File: config.mk
export PLATFORM = sky130hd
export DESIGN_NAME = vect_lane_serializer
export DESIGN_NICKNAME = d
export VERILOG_FILES = /design/src/rtl/simd_pkg.sv /design/src/rtl/lane_prio_enc.sv /design/src/rtl/vect_lane_serializer.sv
export SDC_FILE = /design/constraint.sdc
export NUM_CORES = 1
export LEC_CHECK = 0
export BUFFER_PORTS_ARGS = -buffer_cell sky130_fd_sc_hd__buf_2
export CAP_MARGIN = 20
export CELL_PAD_IN_SITES_DETAIL_PLACEMENT = 1
export CELL_PAD_IN_SITES_GLOBAL_PLACEMENT = 2
export CORE_ASPECT_RATIO = 1.25
export CORE_MARGIN = 2
export CORE_UTILIZATION = 37
export CTS_BUF_LIST = sky130_fd_sc_hd__clkbuf_16
export DETAILED_ROUTE_END_ITERATION = 6
export PLACE_DENSITY_LB_ADDON = 0.1
export SLEW_MARGIN = 20
export SYNTH_ARGS = -nofsm -noshare
export SYNTH_HDL_FRONTEND = slang
export SYNTH_HIERARCHICAL = 1
export SYNTH_SLANG_ARGS = --single-unit
File: constraint.sdc
create_clock -name clk -period 5.2 [get_ports clk]
set_input_delay 1.04 -clock clk [delete_from_list [all_inputs] [get_ports clk]]
set_output_delay 1.04 -clock clk [all_outputs]
set_load 0.01 [all_outputs]
File: src/rtl/simd_pkg.sv
// Shared SIMD store-path types.
//   lane_idx_t : index of one lane in a default-sized vector
//   vect_t     : default-sized packed vector (lanes x element bits)
//   state_t    : serializer FSM state
package simd_pkg;

    localparam int VEC_SIZE = 4;
    localparam int REG_SIZE = 16;

    typedef logic [$clog2(VEC_SIZE)-1:0]         lane_idx_t;
    typedef logic [VEC_SIZE-1:0][REG_SIZE-1:0]   vect_t;

    typedef enum logic {
        IDLE = 1'b0,
        SEND = 1'b1
    } state_t;

endpackage

File: src/rtl/lane_prio_enc.sv
// Lowest-set-bit priority encoder over a lane mask.
//   mask        in  lane bit mask
//   idx         out index of the lowest set bit (0 when mask is empty)
//   any         out mask has at least one bit set
//   exactly_one out mask has exactly one bit set
module lane_prio_enc #(
    parameter int vecSize = 4
) (
    input  logic [vecSize-1:0]         mask,
    output logic [$clog2(vecSize)-1:0] idx,
    output logic                       any,
    output logic                       exactly_one
);

    localparam int LW = $clog2(vecSize);

    // Scan high to low so the lowest set bit wins the last assignment.
    always_comb begin
        idx = '0;
        for (int i = vecSize - 1; i >= 0; i--) begin
            if (mask[i]) idx = LW'(i);
        end
    end

    assign any         = |mask;
    // Clearing the lowest set bit leaves nothing exactly when one bit was set.
    assign exactly_one = any && ((mask & (mask - vecSize'(1))) == '0);

endmodule

File: src/rtl/vect_lane_serializer.sv
// Drains one packed vector into a stream of scalar lane elements, lowest
// enabled lane first, with zero-bubble back-to-back vectors.
//   clk, rst              clock; asynchronous active-low reset
//   in_valid/in_ready     upstream vector handshake
//   in_tag/vect/mask      tag word, payload, lane enables
//   out_valid/out_ready   downstream element handshake
//   out_data/lane/tag     current element, its lane index, vector tag
//   out_last              current element is the vector's last enabled lane
//   busy                  a vector is held
module vect_lane_serializer
    import simd_pkg::*;
#(
    parameter int WIDTH   = 8,
    parameter int regSize = REG_SIZE,
    parameter int vecSize = VEC_SIZE
) (
    input  logic                              clk,
    input  logic                              rst,
    input  logic                              in_valid,
    output logic                              in_ready,
    input  logic [WIDTH-1:0]                  in_tag,
    input  logic [vecSize-1:0][regSize-1:0]   in_vect,
    input  logic [vecSize-1:0]                in_mask,
    output logic                              out_valid,
    input  logic                              out_ready,
    output logic [regSize-1:0]                out_data,
    output logic [$clog2(vecSize)-1:0]        out_lane,
    output logic [WIDTH-1:0]                  out_tag,
    output logic                              out_last,
    output logic                              busy
);

    localparam int LW = $clog2(vecSize);

    state_t                            state, state_n;
    logic [vecSize-1:0][regSize-1:0]   vect_q, vect_n;
    logic [WIDTH-1:0]                  tag_q, tag_n;
    logic [vecSize-1:0]                pend_q, pend_n;
    logic [vecSize-1:0]                lane_oh;
    logic [LW-1:0]                     lane;
    logic                              any, one, send, accept;

    lane_prio_enc #(.vecSize(vecSize)) u_enc (
        .mask        (pend_q),
        .idx         (lane),
        .any         (any),
        .exactly_one (one)
    );

    assign send      = (state == SEND);
    assign busy      = send;
    assign out_valid = send & any;
    assign out_lane  = send ? lane : '0;
    assign out_data  = send ? vect_q[lane] : '0;
    assign out_tag   = send ? tag_q : '0;
    assign out_last  = send & one;

    // A new vector fits while idle, or while the final element leaves now.
    assign in_ready = rst & (!send | (one & out_ready));
    assign accept   = in_valid & in_ready;

    always_comb begin
        state_n = state;
        vect_n  = vect_q;
        tag_n   = tag_q;
        pend_n  = pend_q;
        lane_oh = '0;
        lane_oh[lane] = 1'b1;
        if (send && out_ready) begin
            pend_n = pend_q & ~lane_oh;
            if (one) state_n = IDLE;
        end
        // Zero-mask vectors are consumed without output; state stays/turns IDLE.
        if (accept && (in_mask != '0)) begin
            vect_n  = in_vect;
            tag_n   = in_tag;
            pend_n  = in_mask;
            state_n = SEND;
        end
    end

    always_ff @(posedge clk or negedge rst) begin
        if (!rst) begin
            state  <= IDLE;
            vect_q <= '0;
            tag_q  <= '0;
            pend_q <= '0;
        end else begin
            state  <= state_n;
            vect_q <= vect_n;
            tag_q  <= tag_n;
            pend_q <= pend_n;
        end
    end

endmodule

==> results by stage, run 1 <==
Layout:
- The final instance area is 4514 um^2.
- The most common library cell in the layout ignoring fill and taps is sky130_fd_sc_hd__buf_2.
- The area of the multi-input gates is 1555 um^2.
- In the layout the commonest cells are sky130_fd_sc_hd__buf_2 (108), sky130_fd_sc_hd__dfrtp_1 (77), sky130_fd_sc_hd__mux2_2 (47).
- In the final layout, the share of cells above drive strength 1 is 0.5470.
- Compared with the post-synthesis result, the final layout area differs by 26.37%.
- The number of fill cells is 1017.
- Across the whole layout, storage elements account for 1927 um^2.
- The number of nets in the layout is 426.

Floorplan:
- The chip height is 113.9 um.
- The site row count is 40.
- After floorplanning, the core was sized to cover 9509 um^2.
- The x dimension of the die is 91.89 um.
- The number of placed I/O pins is 110.
- The die covers ~10000 um^2.
- The initial utilization of the core area, before any placement, comes to 0.3757.

Critical path:
- The worst register-to-register path begins at busy.
- On the worst path, the slowest cell contributes a delay of approximately 0.79 ns.
- For the worst setup path, the data required time is 4.16 ns.
- Counting cells, the worst reg-to-reg path comes to 4.
- The kind of end point of the critical path is an output port.
- The critical path goes through nand2b_1, a21oi_4, mux4_2, and2_1, buf_2.
- The most critical setup path has its startpoint at pend_q[2].
- The capturing point of the worst reg2reg path is vect_q[23].
- For this design, the slowest cell found on the critical path is sky130_fd_sc_hd__a21oi_4.
- The startpoint class of the critical path is a register.
- The largest fanout of any net on the critical path is 20.
- The arrival time of data at the critical path endpoint is 2.66 ns.
- The register-to-register path setup slack is 2.52 ns.
- The classification of the worst setup path is register to output port.

Worst hold path:
- The worst hold path begins at vect_q[46].
- The endpoint of the worst hold-timing path is vect_q[46].
- The number of stages on the worst hold path is 1.
- The worst min-delay path category is register to register.

Placed design:
- The congestion estimate from routability-driven global placement came to between 0.6 and 0.7.
- Summing all placed instances gives a cell area of 4229 um^2.
- The total half-perimeter wirelength after legalization and detailed placement is between 5000 and 6000 um.
- The number of input and output port buffers inserted is about 110.

Power and ir drop:
- The peak ir drop on the vdd network is between 0.2 and 0.25 mV.
- The share of total power dissipated in the clock network is 0.207.
- The logic gate share of total power is 0.409.
- The leakage dissipation is 2.060 nW.
- The internal power is 0.001966 W.
- The switching part of the total is 0.3185.
- The register share of total power is 0.383.
- Dividing total power by cell area gives a power density of between 600 and 700 nW/um^2.
- For this design the total switching power over the nets is a little over 0.0009 W.

Global routing:
- The global-route wire length before repair is 13170 um.
- The overall fraction of global-route tracks in use is 0.1664.
- The number of antenna violations at the first check in global routing was 1.
- Summed over all layers, the global routing overflow is 0.
- Entering global routing, the biggest net connects 78 pins.
- The number of global-route vias before repair is 2564.

Route:
- The number of nets with antenna violations after routing is 0.
- The number of search-and-repair iterations in the first detailed-routing pass is 4.
- The post-detailed-route wirelength per cell is 17.10 um.
- The count of routing violations after the opening detailed-route iteration is 77.
- For this run, design rule violations remaining after detail routing come to 0.
- For this block, the routed nets add up to 8173 um of wire.
- The routed layout has 2345 vias.
- Using the TritonRoute via totals, the vias-per-cell ratio works out to approximately 4.9.

Timing:
- The peak clock frequency supported by timing is 270.3 MHz.
- The clock tree skew after final layout is 0.004845 ns.
- The total negative slack is 0 ns.
- Setup violations remaining at the end of the flow were counted as 0.
- The headroom to the max-slew limit is 0.3132.
- The routed design could run at a clock period as short as 3.700 ns.
- The share of the clock period used by the worst path after layout is 0.7115.
- The final number of max-transition violations is 0.
- The final count of hold timing violations is 0.
- The worst-margin pin slew is 1.025 ns.
- Setup repair after global routing left no endpoint under its margin.

Clock tree:
- Counting the buffers created by CTS gives 9.
- The post-cts gate resize count is 0.
- The sink count of the clock tree is 77.
- Buffers added to address setup during post-CTS repair amount to 0.
- The clock reaches the later pin of the worst-skew pair after around 0.33 ns.
- The TritonCTS clock tree is built.
- The maximum count of clock buffers along a single path is 2.
- The H-tree was split into 3 levels.
- The clock root buffer master is sky130_fd_sc_hd__clkbuf_16.
- Clock-pin slew was measured on the worst setup and hold paths at 0.05 ns.
- The hold-fix buffer count after cts is 0.

Synthesis:
- The average footprint of a synthesized cell is 15.01 um^2.
- The mapped netlist covers 3572 um^2.
- The count of cell types in the netlist is 27.
- When the netlist entered floorplanning its net count stood at 318.
- Counting flops and latches in the post-synthesis netlist gives 77.
- The post-synthesis sequential area ratio is 0.5394.
- The Yosys step of the flow raised 6 warnings.
- The gate count of the mapped netlist is 238.

Status:
- The flow ran to the end, and the final reports show no timing, DRC or antenna violations.

Run:
- The tool flagged a number of max-cap violations equal to 0.
-- synthesized netlist by cell type (all sizes together) --
cell type	n	share of area
dfrtp	77	0.54
mux2	73	0.23
and2	28	0.049
mux4	16	0.10
buf	10	0.021
clkbuf	5	0.0053
inv	5	0.0053
mux2i	3	0.0084
nand2	2	0.0021
nor2	2	0.0021
nor2b	2	0.0035
o21ai	2	0.0028
a21boi	1	0.0021
a21oi	1	0.0014
a221o	1	0.0028
nand2b	1	0.0018
nand3	1	0.0014
nor3	1	0.0014
nor3b	1	0.0035
nor4b	1	0.0025
o31a	1	0.0025
o31ai	1	0.0021
o41ai	1	0.0046
or2	1	0.0018
xor2	1	0.0025
-- how the worst max path moves through the flow --
stage | to | slack (ns)
after floorplan | out_data[0] | 2.46
after global placement | vect_q[23] | 1.82
after detailed placement | out_data[14] | 1.78
after CTS | out_data[0] | 1.42
after global routing | out_data[4] | 1.31
final | out_data[0] | 1.50
-- layer usage --
layer | share of wire | track usage | up-vias
met4 | 0.015 | 0.06269 | 0
met2 | 0.54 | 0.2814 | 54
met5 | 0 | 0 | -
met1 | 0.40 | 0.2062 | 1215
li1 | - | - | 1066
met3 | 0.043 | 0.04227 | 10
-- registers in the layout, indices dropped and copies added, names as in the netlist --
register,flops
vect_q,64
tag_q,8
pend_q,4
busy,1
-- power by group through the flow --
stage,logic (W),registers (W),clock network (W)
floorplan,0.000915,0.00102,0
global placement,0.00118,0.00110,0
detailed placement,0.00121,0.00112,0
CTS,0.00121,0.00111,0.000619
global route,0.00129,0.00116,0.000648
finish,0.00118,0.00111,0.000599
-- worst max-delay path, delay by kind of cell (launching register included) --
| kind | cells | cell delay [ns] |
|---|---|---|
| mux | 1 | 0.61 |
| compound gates | 1 | 0.79 |
| buf+inv | 1 | 0.14 |
| simple gates | 2 | 0.37 |
| flops | 1 | 0.42 |
-- layout make-up --
cell class                 instances  share of cell area
antenna                            1           0.0005543
clock buffer                       9             0.04989
clock inverter                     7             0.01275
inverter                           5            0.004157
multi-input combinational        141              0.3445
sequential                        77              0.4268
tap                              126             0.03492
timing repair buffer             112              0.1264
-- through the flow --
step	worst slack, ns	util	std cells	power, W	hold slack (ns)
floorplan	2.459	-	238	0.001932	0.4524
finish	1.500	0.4747	478	0.002885	0.4859
detailed placement	1.780	0.4447	461	0.002334	0.4737
global route	1.312	0.4747	478	0.003095	0.4973
global placement	1.825	0.4447	461	0.002282	0.4633
CTS	1.418	0.4745	477	0.002944	0.4866
-- cells by family (layout without fill, tap and decap cells) --
| family | count (synthesis) | in the layout | synth area share |
|---|---|---|---|
| flip-flops | 77 | 77 | 0.5394 |
| AO/OA/AOI/OAI | 8 | 8 | 0.01822 |
| buffers and inverters | 20 | 133 | 0.03152 |
| AND/OR/NAND/NOR | 40 | 40 | 0.06900 |
| multiplexers | 92 | 92 | 0.3394 |
| other | 0 | 1 | 0 |
| XOR/XNOR | 1 | 1 | 0.002452 |
No activity file was read; power rests on OpenSTA's default activity.
==> run 2, diff against run 1 <==
--- a/config.mk
+++ b/config.mk
@@ -11,7 +11,7 @@
 export CELL_PAD_IN_SITES_GLOBAL_PLACEMENT = 2
 export CORE_ASPECT_RATIO = 1.25
 export CORE_MARGIN = 2
-export CORE_UTILIZATION = 37
+export CORE_UTILIZATION = 34
 export CTS_BUF_LIST = sky130_fd_sc_hd__clkbuf_16
 export DETAILED_ROUTE_END_ITERATION = 6
 export PLACE_DENSITY_LB_ADDON = 0.1
==> constraint.sdc (replaced) <==
create_clock -name clk -period 3.5 [get_ports clk]
set_input_delay 0.7 -clock clk [delete_from_list [all_inputs] [get_ports clk]]
set_output_delay 0.7 -clock clk [all_outputs]
set_load 0.01 [all_outputs]
==> run 2 against run 1 <==
Non-clock buffer count rose by 4. Flip-flop and latch count did not move. Sequential share of layout area fell by 0.74 points. Clock skew rose by 0.0020 ns. Sequential power rose by 46%. Critical path type unchanged.
==> results by stage, run 2 (same netlist as run 1, synthesis figures left out) <==
Timing:
- The peak clock frequency supported by timing is 334.3 MHz.
- The worst-margin pin slew is 0.9360 ns (-0.08865 ns).
- The final setup violation count is 0 (unchanged).
- The final number of max-transition violations is 0 (unchanged).
- The share of the clock period used by the worst path after layout is 0.8547.
- The clock tree skew after final layout is 0.006842 ns (+0.001997 ns).
- Subtracting the final worst setup slack from the clock period gives 2.992 ns.
- The total negative slack is 0 ns (unchanged).
- Setup repair after global routing left no endpoint under its margin.
- The headroom to the max-slew limit is 0.3760 (+0.06282).
- The final count of hold timing violations is 0 (unchanged).

Global routing:
- The overflow left after global routing was 0 (unchanged).
- The global-route wire length before repair came to 13590 um (+3.3%).
- The largest net degree at the start of global routing is 72 (-7.7%).
- The number of antenna violations at the first check in global routing is 0 (-1).
- The number of global-route vias before repair is 2548 (-0.62%).
- The overall fraction of global-route tracks in use is 0.1619 (-0.004485).

Layout:
- The number of flip-flops under the largest register name is 64 (unchanged).
- The filler-free cell count of the finished design is 484 (+1.3%).
- From synthesis to final layout, the design area changed by 28.62%.
- The proportion of layout cells with a drive suffix above 1 is 0.5549 (+0.007921).
- The final instance area is 4594 um^2 (+1.8%).
- Counting flops per register, the top entry is vect_q.
- The library cells used most frequently in the layout, excluding fill and tap cells, are sky130_fd_sc_hd__buf_2 (108), sky130_fd_sc_hd__dfrtp_1 (77), sky130_fd_sc_hd__mux2_2 (47).
- The number of fill cells came to 1091 (+7.3%).
- The number of nets in the layout is 430 (+0.94%).
- The most common library cell in the layout ignoring fill and taps is sky130_fd_sc_hd__buf_2.
- The number of diodes is 0 (-1).
- In the final layout, the registers with the most flip-flops are vect_q x64, tag_q x8, pend_q x4.

Placed design:
- The total half-perimeter wirelength after legalization and detailed placement is 5955 um (+6.0%).
- The number of input and output port buffers inserted was 109 (unchanged).
- The global placement routability congestion came to 0.6837 (+3.7%).
- The cell total after placement was 468 (+1.5%).
- The placed cell area is 4288 um^2 (+1.4%).

Clock tree:
- The maximum count of clock buffers along a single path came to 2 (unchanged).
- The number of post-CTS setup repair buffers is 0 (unchanged).
- The hold-fix buffer count after cts is 0 (unchanged).
- TritonCTS built the clock tree.
- The post-cts gate resize count is 0 (unchanged).
- The level count of the clock H-tree is 3 (unchanged).
- The later-pin clock latency in the skew report is 0.33 ns (about the same).
- The clock-pin slew on the worst setup and hold paths is 0.06 ns (about the same).
- The sink count of the clock tree was 77 (unchanged).
- Clock tree synthesis selected as its root buffer the cell sky130_fd_sc_hd__clkbuf_16.
- The number of clock buffers inserted by TritonCTS was 9 (unchanged).

Power and ir drop:
- The leakage dissipation was 2.103 nW (+2.1%).
- The peak ir drop on the vdd network was 0.3689 mV (+55%).
- The total power after layout is 0.004440 W (+54%).
- The power density over the cells is 966.5 nW/um^2 (+51%).

Route:
- The number of search-and-repair iterations in the first detailed-routing pass is 4 (unchanged).
- The average via count per standard cell came to 4.816 (-1.8%).
- The number of nets with antenna violations after routing is 0 (unchanged).
- The post-detailed-route wirelength per cell is 17.56 um (+2.7%).
- The sum of routed wire length over all layers is 8498 um (+4.0%).
- The number of remaining DRC errors was 0 (unchanged).
- The count of routing violations after the opening detailed-route iteration is 88 (+14%).
- The total vias in the final route is 2331 (-0.60%).

Run:
- The total of max-cap violations is 0 (unchanged).

Floorplan:
- The site row count is 41 (+2.5%).
- The x dimension of the die is 95.68 um (+4.1%).
- The standard cell core area is 10160 um^2 (+6.8%).
- The starting utilization of the core area is 0.3517 (-0.02397).
- The chip height was 118.6 um (+4.2%).
- The area of the die came to 11350 um^2 (+8.5%).
- The number of placed I/O pins is 110 (unchanged).

Critical path:
- STA classifies the critical path endpoint as an output port.
- The start of the worst register-to-register path is pend_q[0].
- The critical path in this run is classified as register to output port.
- The data required time at the worst endpoint is 2.80 ns (-1.36 ns).
- The beginning of the critical path is pend_q[2].
- The largest fanout of any net on the critical path is 16 (-20%).
- The startpoint class of the critical path is a register.
- The slowest library cell on the worst path is sky130_fd_sc_hd__mux4_2.
- The maximum single-stage delay on the critical path is 0.51 ns (-0.28 ns).
- The arrival time of data at the critical path endpoint is 2.29 ns (-0.37 ns).
- The signal on the critical path passes through nand2b_1, a21oi_4, buf_12, mux4_2, and2_1, buf_2.

Worst hold path:
- The worst min-delay path category is input pin to async pin.

Status:
- The run finished with clean final reports.
[run 2: worst max-delay path: cells and delay by family, from the launching register on]
| family | cells | cell delay (ns) |
|---|---|---|
| multiplexers | 1 | 0.51 |
| flip-flops | 1 | 0.42 |
| AND/OR/NAND/NOR | 2 | 0.37 |
| AO/OA/AOI/OAI | 1 | 0.29 |
| buffers and inverters | 2 | 0.35 |
[run 2: where the power goes]
group | switching, W | internal, W | leakage [nW]
Clock | 0.000359 | 0.000614 | 0.155
Combinational | 0.000761 | 0.00109 | 1.04
Sequential | 0.000273 | 0.00134 | 0.911
Total | 0.00139 | 0.00305 | 2.10
[run 2: per-layer routing]
layer  up-vias  share of wire  track usage
met2        55           0.52       0.2627
li1       1078              -            -
met3         9          0.058      0.04015
met4         0          0.019      0.07768
met1      1189           0.41       0.1984
met5         -              0            0
[run 2: layout make-up]
class | instances | area [um^2] | share of cell area
clock inverter | 7 | 81.33 | 0.01770
clock buffer | 9 | 225.2 | 0.04902
sequential | 77 | 1927 | 0.4194
inverter | 5 | 18.77 | 0.004085
timing repair buffer | 116 | 625.6 | 0.1362
tap | 129 | 161.4 | 0.03513
multi-input combinational | 141 | 1555 | 0.3385
[run 2: metrics by stage]
step                utilization  hold WS [ns]  setup WS, ns
global route             0.4523        0.1717        0.3787
floorplan                     -        0.4044         1.099
global placement         0.4221        0.4618        0.8560
CTS                      0.4523        0.1683        0.4604
finish                   0.4523        0.1743        0.5085
detailed placement       0.4221        0.4763        0.8414
[run 2: path summary, 6_finish.rpt]
check                              end  slack [ns]  depth (start not counted)
setup / recovery           out_data[1]        0.51                          6
hold / removal               pend_q[3]        0.17                          1
setup reg to reg            vect_q[23]        1.21                          6
hold reg to reg             vect_q[42]        0.48                          1
max in group asynchronous    vect_q[1]        2.20                          2
min in group clk            vect_q[42]        0.48                          1
